$ cat src/rtl/ltc2656_pkg.sv
// Shared codes, LTC2656 command nibbles and sequencer state encoding.
package ltc2656_pkg;

  // Register-port request codes carried on cmd_pulse.
  typedef enum logic [1:0] {
    COMMAND_NONE = 2'd0,
    COMMAND_XFER = 2'd1,
    COMMAND_LDAC = 2'd2,
    COMMAND_CLR  = 2'd3
  } command_t;

  // LTC2656 command nibbles (upper nibble of the 24-bit frame).
  localparam logic [3:0] WRITE_N        = 4'd0;
  localparam logic [3:0] UPDATE_N       = 4'd1;
  localparam logic [3:0] WRITE_UPDATE_N = 4'd3;
  localparam logic [3:0] POWER_DOWN_N   = 4'd4;

  localparam int FRAME_BITS = 24;

  typedef enum logic [2:0] {
    IDLE  = 3'd0,
    SHIFT = 3'd1,
    HOLD  = 3'd2,
    GAP   = 3'd3,
    PULSE = 3'd4
  } state_t;

  function automatic int max_int(input int a, input int b);
    return (a > b) ? a : b;
  endfunction

endpackage

$ cat src/rtl/ltc2656_spi_tx.sv
// Mode-0 SPI serializer for one 24-bit frame: divider, shift register, bit counter.
// start loads the frame and drives bit 23 immediately; done flags the last cycle
// of the bit-0 high phase. SCK returns low and MOSI to 0 after the frame.
module ltc2656_spi_tx
  import ltc2656_pkg::*;
#(
  parameter int CLK_DIV = 2
) (
  input  logic                  clk,
  input  logic                  resetn,
  input  logic                  start,
  input  logic [FRAME_BITS-1:0] frame,
  output logic                  sck,
  output logic                  mosi,
  output logic                  done
);

  localparam int DIV_W = $clog2(CLK_DIV) + 1;
  localparam logic [DIV_W-1:0] DIV_LOAD = DIV_W'(CLK_DIV - 1);

  // Holds the bits still to be sent after the one currently on mosi.
  logic [FRAME_BITS-2:0] shreg;
  logic [4:0]            bit_cnt;
  logic [DIV_W-1:0]      div_cnt;
  logic                  active;

  assign done = active && sck && (div_cnt == '0) && (bit_cnt == '0);

  // Phase timing: each SCK phase lasts CLK_DIV cycles; mosi only moves as sck falls.
  always_ff @(posedge clk) begin
    if (!resetn) begin
      shreg   <= '0;
      bit_cnt <= '0;
      div_cnt <= '0;
      active  <= 1'b0;
      sck     <= 1'b0;
      mosi    <= 1'b0;
    end else if (start) begin
      shreg   <= frame[FRAME_BITS-2:0];
      mosi    <= frame[FRAME_BITS-1];
      sck     <= 1'b0;
      bit_cnt <= 5'(FRAME_BITS - 1);
      div_cnt <= DIV_LOAD;
      active  <= 1'b1;
    end else if (active) begin
      if (div_cnt != '0) begin
        div_cnt <= div_cnt - DIV_W'(1);
      end else begin
        div_cnt <= DIV_LOAD;
        if (!sck) begin
          sck <= 1'b1;
        end else begin
          sck <= 1'b0;
          if (bit_cnt == '0) begin
            active <= 1'b0;
            mosi   <= 1'b0;
          end else begin
            bit_cnt <= bit_cnt - 5'd1;
            mosi    <= shreg[FRAME_BITS-2];
            shreg   <= {shreg[FRAME_BITS-3:0], 1'b0};
          end
        end
      end
    end
  end

endmodule

$ cat src/rtl/ltc2656_sequencer.sv
// LTC2656 DAC sequencer: arbitrates register requests (priority, 1-deep latch)
// and a valid/ready frame stream, runs SPI frames and LDAC_n/CLR_n pulses.
//
// state | meaning
// IDLE  | waiting; consumes the pending request first, else accepts the stream
// SHIFT | frame being clocked out by the serializer, csn low
// HOLD  | CLK_DIV cycles with csn still low after the last SCK high phase
// GAP   | csn high, 2*CLK_DIV cycles before the next operation
// PULSE | ldacn or clrn held low for PULSE_CYCLES cycles
module ltc2656_sequencer
  import ltc2656_pkg::*;
#(
  parameter int CLK_DIV      = 2,
  parameter int PULSE_CYCLES = 4
) (
  input  logic        clk,
  input  logic        resetn,
  input  logic [1:0]  cmd_pulse,
  input  logic [3:0]  reg_cmd,
  input  logic [3:0]  reg_channel,
  input  logic [15:0] reg_value,
  input  logic        strm_valid,
  input  logic [23:0] strm_data,
  output logic        strm_ready,
  output logic        spi_csn,
  output logic        spi_sck,
  output logic        spi_mosi,
  output logic        dac_ldacn,
  output logic        dac_clrn,
  output logic        busy,
  output logic        overrun
);

  localparam int TMR_W = $clog2(max_int(2 * CLK_DIV, PULSE_CYCLES)) + 1;
  localparam logic [TMR_W-1:0] HOLD_LOAD  = TMR_W'(CLK_DIV - 1);
  localparam logic [TMR_W-1:0] GAP_LOAD   = TMR_W'(2 * CLK_DIV - 1);
  localparam logic [TMR_W-1:0] PULSE_LOAD = TMR_W'(PULSE_CYCLES - 1);

  state_t                state;
  logic                  pend_valid;
  command_t              pend_op;
  logic [FRAME_BITS-1:0] pend_frame;
  logic [TMR_W-1:0]      timer;

  logic                  idle;
  logic                  consume;
  logic                  pend_is_pulse;
  logic                  tx_start;
  logic                  tx_done;
  logic [FRAME_BITS-1:0] tx_frame;

  assign idle          = (state == IDLE);
  assign consume       = idle && pend_valid;
  assign pend_is_pulse = (pend_op == COMMAND_LDAC) || (pend_op == COMMAND_CLR);
  assign tx_start      = idle && (pend_valid ? !pend_is_pulse : strm_valid);
  assign tx_frame      = pend_valid ? pend_frame : strm_data;
  assign strm_ready    = resetn && idle && !pend_valid;
  assign busy          = !idle || pend_valid;

  ltc2656_spi_tx #(.CLK_DIV(CLK_DIV)) u_spi_tx (
    .clk    (clk),
    .resetn (resetn),
    .start  (tx_start),
    .frame  (tx_frame),
    .sck    (spi_sck),
    .mosi   (spi_mosi),
    .done   (tx_done)
  );

  // One-deep request latch; a request arriving while it is full and not being consumed is dropped.
  always_ff @(posedge clk) begin
    if (!resetn) begin
      pend_valid <= 1'b0;
      pend_op    <= COMMAND_NONE;
      pend_frame <= '0;
      overrun    <= 1'b0;
    end else begin
      overrun <= 1'b0;
      if (cmd_pulse != COMMAND_NONE) begin
        if (pend_valid && !consume) begin
          overrun <= 1'b1;
        end else begin
          pend_valid <= 1'b1;
          pend_op    <= command_t'(cmd_pulse);
          pend_frame <= {reg_cmd, reg_channel, reg_value};
        end
      end else if (consume) begin
        pend_valid <= 1'b0;
      end
    end
  end

  // Sequencer FSM with registered csn/ldacn/clrn and a shared down-counting phase timer.
  always_ff @(posedge clk) begin
    if (!resetn) begin
      state     <= IDLE;
      spi_csn   <= 1'b1;
      dac_ldacn <= 1'b1;
      dac_clrn  <= 1'b1;
      timer     <= '0;
    end else begin
      case (state)
        IDLE: begin
          if (pend_valid) begin
            case (pend_op)
              COMMAND_LDAC: begin
                state     <= PULSE;
                dac_ldacn <= 1'b0;
                timer     <= PULSE_LOAD;
              end
              COMMAND_CLR: begin
                state    <= PULSE;
                dac_clrn <= 1'b0;
                timer    <= PULSE_LOAD;
              end
              default: begin
                state   <= SHIFT;
                spi_csn <= 1'b0;
              end
            endcase
          end else if (strm_valid) begin
            state   <= SHIFT;
            spi_csn <= 1'b0;
          end
        end
        SHIFT: begin
          if (tx_done) begin
            state <= HOLD;
            timer <= HOLD_LOAD;
          end
        end
        HOLD: begin
          if (timer == '0) begin
            state   <= GAP;
            spi_csn <= 1'b1;
            timer   <= GAP_LOAD;
          end else begin
            timer <= timer - TMR_W'(1);
          end
        end
        PULSE: begin
          if (timer == '0) begin
            state     <= GAP;
            dac_ldacn <= 1'b1;
            dac_clrn  <= 1'b1;
            timer     <= GAP_LOAD;
          end else begin
            timer <= timer - TMR_W'(1);
          end
        end
        GAP: begin
          if (timer == '0) begin
            state <= IDLE;
          end else begin
            timer <= timer - TMR_W'(1);
          end
        end
        default: state <= IDLE;
      endcase
    end
  end

endmodule

$ cat config.mk
export PLATFORM = sky130hd
export DESIGN_NAME = ltc2656_sequencer
export DESIGN_NICKNAME = d
export VERILOG_FILES = /design/src/rtl/ltc2656_pkg.sv /design/src/rtl/ltc2656_spi_tx.sv /design/src/rtl/ltc2656_sequencer.sv
export SDC_FILE = /design/constraint.sdc
export NUM_CORES = 1
export LEC_CHECK = 0
export ABC_AREA = 1
export BUFFER_PORTS_ARGS = -buffer_cell sky130_fd_sc_hd__buf_2
export CORE_ASPECT_RATIO = 0.6
export CORE_MARGIN = 2
export CORE_UTILIZATION = 50
export DETAILED_ROUTE_END_ITERATION = 6
export PLACE_DENSITY = 0.83
export SKIP_CTS_REPAIR_TIMING = 1
export SLEW_MARGIN = 30
export SYNTH_ARGS = -nofsm -noshare
export SYNTH_HDL_FRONTEND = slang
export SYNTH_SLANG_ARGS = --single-unit
$ cat constraint.sdc
create_clock -name clk -period 1.54 [get_ports clk]
set_input_delay 0.154 -clock clk [delete_from_list [all_inputs] [get_ports clk]]
set_output_delay 0.154 -clock clk [all_outputs]
set_load 0.01 [all_outputs]
==> impl_metrics.env <==
export IMPL_timing_final_crit_share_pct=98.3
export IMPL_worstPathCellList="nor2_4 > buf_6 > nand3_4 > buf_6 > nor2_2 > buf_2"
export IMPL_dieArea_sq_um=7540
export IMPL_area_growth_synth_to_final_pct=25.7
export IMPL_wire_per_inst_microns=13.7
export IMPL_place_ws_ps=1.67
export IMPL_clock_skew_ps=5.37
export IMPL_dp_hpwl_mm=6.26
export IMPL_ys_warnings_count=0
export IMPL_fin_ws_ps=26.2
export IMPL_syn_num_nets=562
export IMPL_overflow=0
export IMPL_cp_start_kind="flip-flop"
export IMPL_die_w_microns=111
export IMPL_hold_path_class="in2reg"
export IMPL_met2_usage_pct=38.2
export IMPL_layout_min_cycle_time_ps=1510
export IMPL_synth_cell_type_count=31
export IMPL_grt_pass1_vias=3063
export IMPL_n_antenna_cell=0
export IMPL_root_buffer="clkbuf_16"
export IMPL_path_clk_slew_ps=60
export IMPL_crit_fanout=5
export IMPL_final_net_count=628
export IMPL_synth_ff_latch_count=70
export IMPL_first_pass_iters=5
export IMPL_register_area_sq_um=1410
export IMPL_max_stage_delay_ps=370
export IMPL_clock_sinks=70
export IMPL_cts_max_level=3
export IMPL_die_h_microns=68.0
export IMPL_p_total_w=0.00797
export IMPL_wl_mm=9.12
export IMPL_ant_nets=0
export IMPL_clk_latency_ps=340
export IMPL_drcViolationCount=0
export IMPL_grt_max_degree=33
export IMPL_cp_slowest_cell="dfxtp_4"
export IMPL_crit_arrival_ps=1360
export IMPL_grt_pass1_wl_mm=14.5
export IMPL_drt_vias_per_instance=5.31
export IMPL_grt_use_total_pct=24.7
export IMPL_met3_usage_pct=7.00
export IMPL_tightestPinTransition_ps=456
export IMPL_fp_row_count=23
export IMPL_final_max_slew_viol_count=0
export IMPL_drtIter0Drc=358
export IMPL_io_pins=61
export IMPL_core_area_sq_um=6650
export IMPL_start_util_pct=51.4
export IMPL_drive_above_1_share_pct=23.1
export IMPL_multi_input_area_sq_um=1790
export IMPL_place_port_buffers=60
export IMPL_use_met1_pct=33.5
export IMPL_fin_area_sq_um=4300
export IMPL_cts_tree="built"
export IMPL_endpoint_kind="output port"
export IMPL_vias=3527
export IMPL_gp_congestion=0.897
export IMPL_cp_data_required_time_ps=1390
export IMPL_syn_inst=506
export IMPL_avgSynthCellArea_sq_um=6.76
export IMPL_ir_drop_v=0.00132
export IMPL_p_leak_nw=1.99
export IMPL_fmax_mhz=661
export IMPL_finalHoldViolCount=0
export IMPL_setup_tns_ps=0
export IMPL_antenna_found_initial=0
export IMPL_rsz0062_at_grt="yes"
export IMPL_max_cap_violations=0
export IMPL_slew_headroom_pct=69.4
export IMPL_ys_seq_area_share_pct=41.0
export IMPL_crit_top_cell="buf_6"
export IMPL_syn_cell_area_sq_um=3420
export IMPL_fillers=582
export IMPL_dpl_cell_area_sq_um=3840
export IMPL_setup_viol=0
export IMPL_cts_inserted_buffers=9
export IMPL_path_class="reg2out"
export IMPL_cts_buffer_depth=2
export IMPL_power_density_nw_per_um2=1850
export IMPL_outcome="completed"
export IMPL_grt_busiest_layer="met2"
[metal layers]
layer	wire length, microns	vias up
met5	0	-
met4	111	0
met3	800	13
met2	4010	149
met1	4200	1614
li1	-	1751
[cells in the final DEF, fill, tap and decap left out, drive strengths merged]
master / synthesis / final
clkinvlp: 0 / 2
a21oi: 60 / 60
nand3b: 1 / 1
nor2: 31 / 31
inv: 30 / 30
buf: 19 / 83
nand3: 36 / 36
nand4: 3 / 3
nand2: 206 / 206
nor3b: 1 / 1
ha: 3 / 3
xor2: 1 / 1
dfxtp: 70 / 70
xnor2: 1 / 1
o211ai: 1 / 1
a31oi: 2 / 2
nor3: 3 / 3
bufinv: 0 / 3
o21ai: 28 / 28
a211o: 1 / 1
clkinv: 0 / 2
clkbuf: 9 / 9
[state kept, by name (all words and copies together), names as in the netlist, 2 cells and up]
register,flops
u_spi_tx.div_cnt,2
pend_frame,24
pend_op,2
u_spi_tx.shreg,23
timer,3
state,3
u_spi_tx.bit_cnt,5
[synth_stat cells]
cell type  count  share of area [%]
buf_4          1               0.22
nor2_4         2               0.66
ha_1           3                1.1
nand3_1       36                5.3
dfxtp_1       70                 41
a31oi_1        2               0.37
clkbuf_1       9               0.99
nor3b_1        1               0.22
buf_2         12                1.8
nand2_1      203                 22
a211o_1        1               0.26
inv_1         26                2.9
buf_8          1               0.44
o211ai_1       1               0.22
nand2_4        2               0.66
nor3_1         3               0.44
o21ai_0       25                3.7
buf_1          1               0.11
xnor2_1        1               0.26
inv_2          1               0.11
nand3b_1       1               0.22
o21ai_1        3               0.44
inv_4          3               0.55
nand4_1        3               0.55
nand2_8        1               0.59
nor2_2         2               0.37
nor2_1        27                3.0
a21oi_2       10                2.6
buf_6          4                1.3
xor2_1         1               0.26
a21oi_1       50                7.3
[worst paths after layout]
path                 start            end  slack (ps)  depth (start not counted)
max               state[1]     strm_ready          30                          6
min           cmd_pulse[1]     pend_op[1]          80                          3
max reg2reg       state[1]       timer[2]          40                         10
min reg2reg  pend_frame[1]  pend_frame[1]         450                          2
[layout make-up]
cell class / instances / share of cell area [%]
Inverter: 30 / 2.91
Clock buffer: 9 / 5.24
Sequential cell: 70 / 32.7
Multi-Input combinational cell: 378 / 41.6
Tap cell: 87 / 2.53
Timing Repair Buffer: 83 / 12.1
Clock inverter: 7 / 2.85
[power by group]
| group | total [W] | leakage [nW] | switching [W] | internal, W |
|---|---|---|---|---|
| clock network | 0.00240 | 0.162 | 0.000813 | 0.00159 |
| registers | 0.00249 | 0.577 | 0.000265 | 0.00223 |
| logic | 0.00308 | 1.25 | 0.00191 | 0.00117 |
[metrics by stage]
| stage | hold slack [ps] | utilization [%] | std cells |
|---|---|---|---|
| 3_3_place_gp | 423 | 57.8 | 644 |
| 2_1_floorplan | 302 | - | 506 |
| 4_1_cts | 70.3 | 63.0 | 660 |
| 3_5_place_dp | 428 | 57.8 | 644 |
| 6_report | 79.5 | 64.6 | 664 |
| 5_1_grt | 83.7 | 64.6 | 664 |
[critical path, delay by kind of cell, from the launching register on]
kind | cells | cell delay [ps]
flops | 1 | 370
buf+inv | 3 | 390
simple gates | 3 | 260
[cell families after synthesis]
family	Yosys count	share of synthesized area, %
AND/OR/NAND/NOR	281	34.2
flip-flops	70	41.0
AO/OA/AOI/OAI	92	14.8
buffers and inverters	58	8.35
adder cells (fa/ha/maj)	3	1.10
XOR/XNOR	2	0.513
Power figures use the tool's default switching activity.
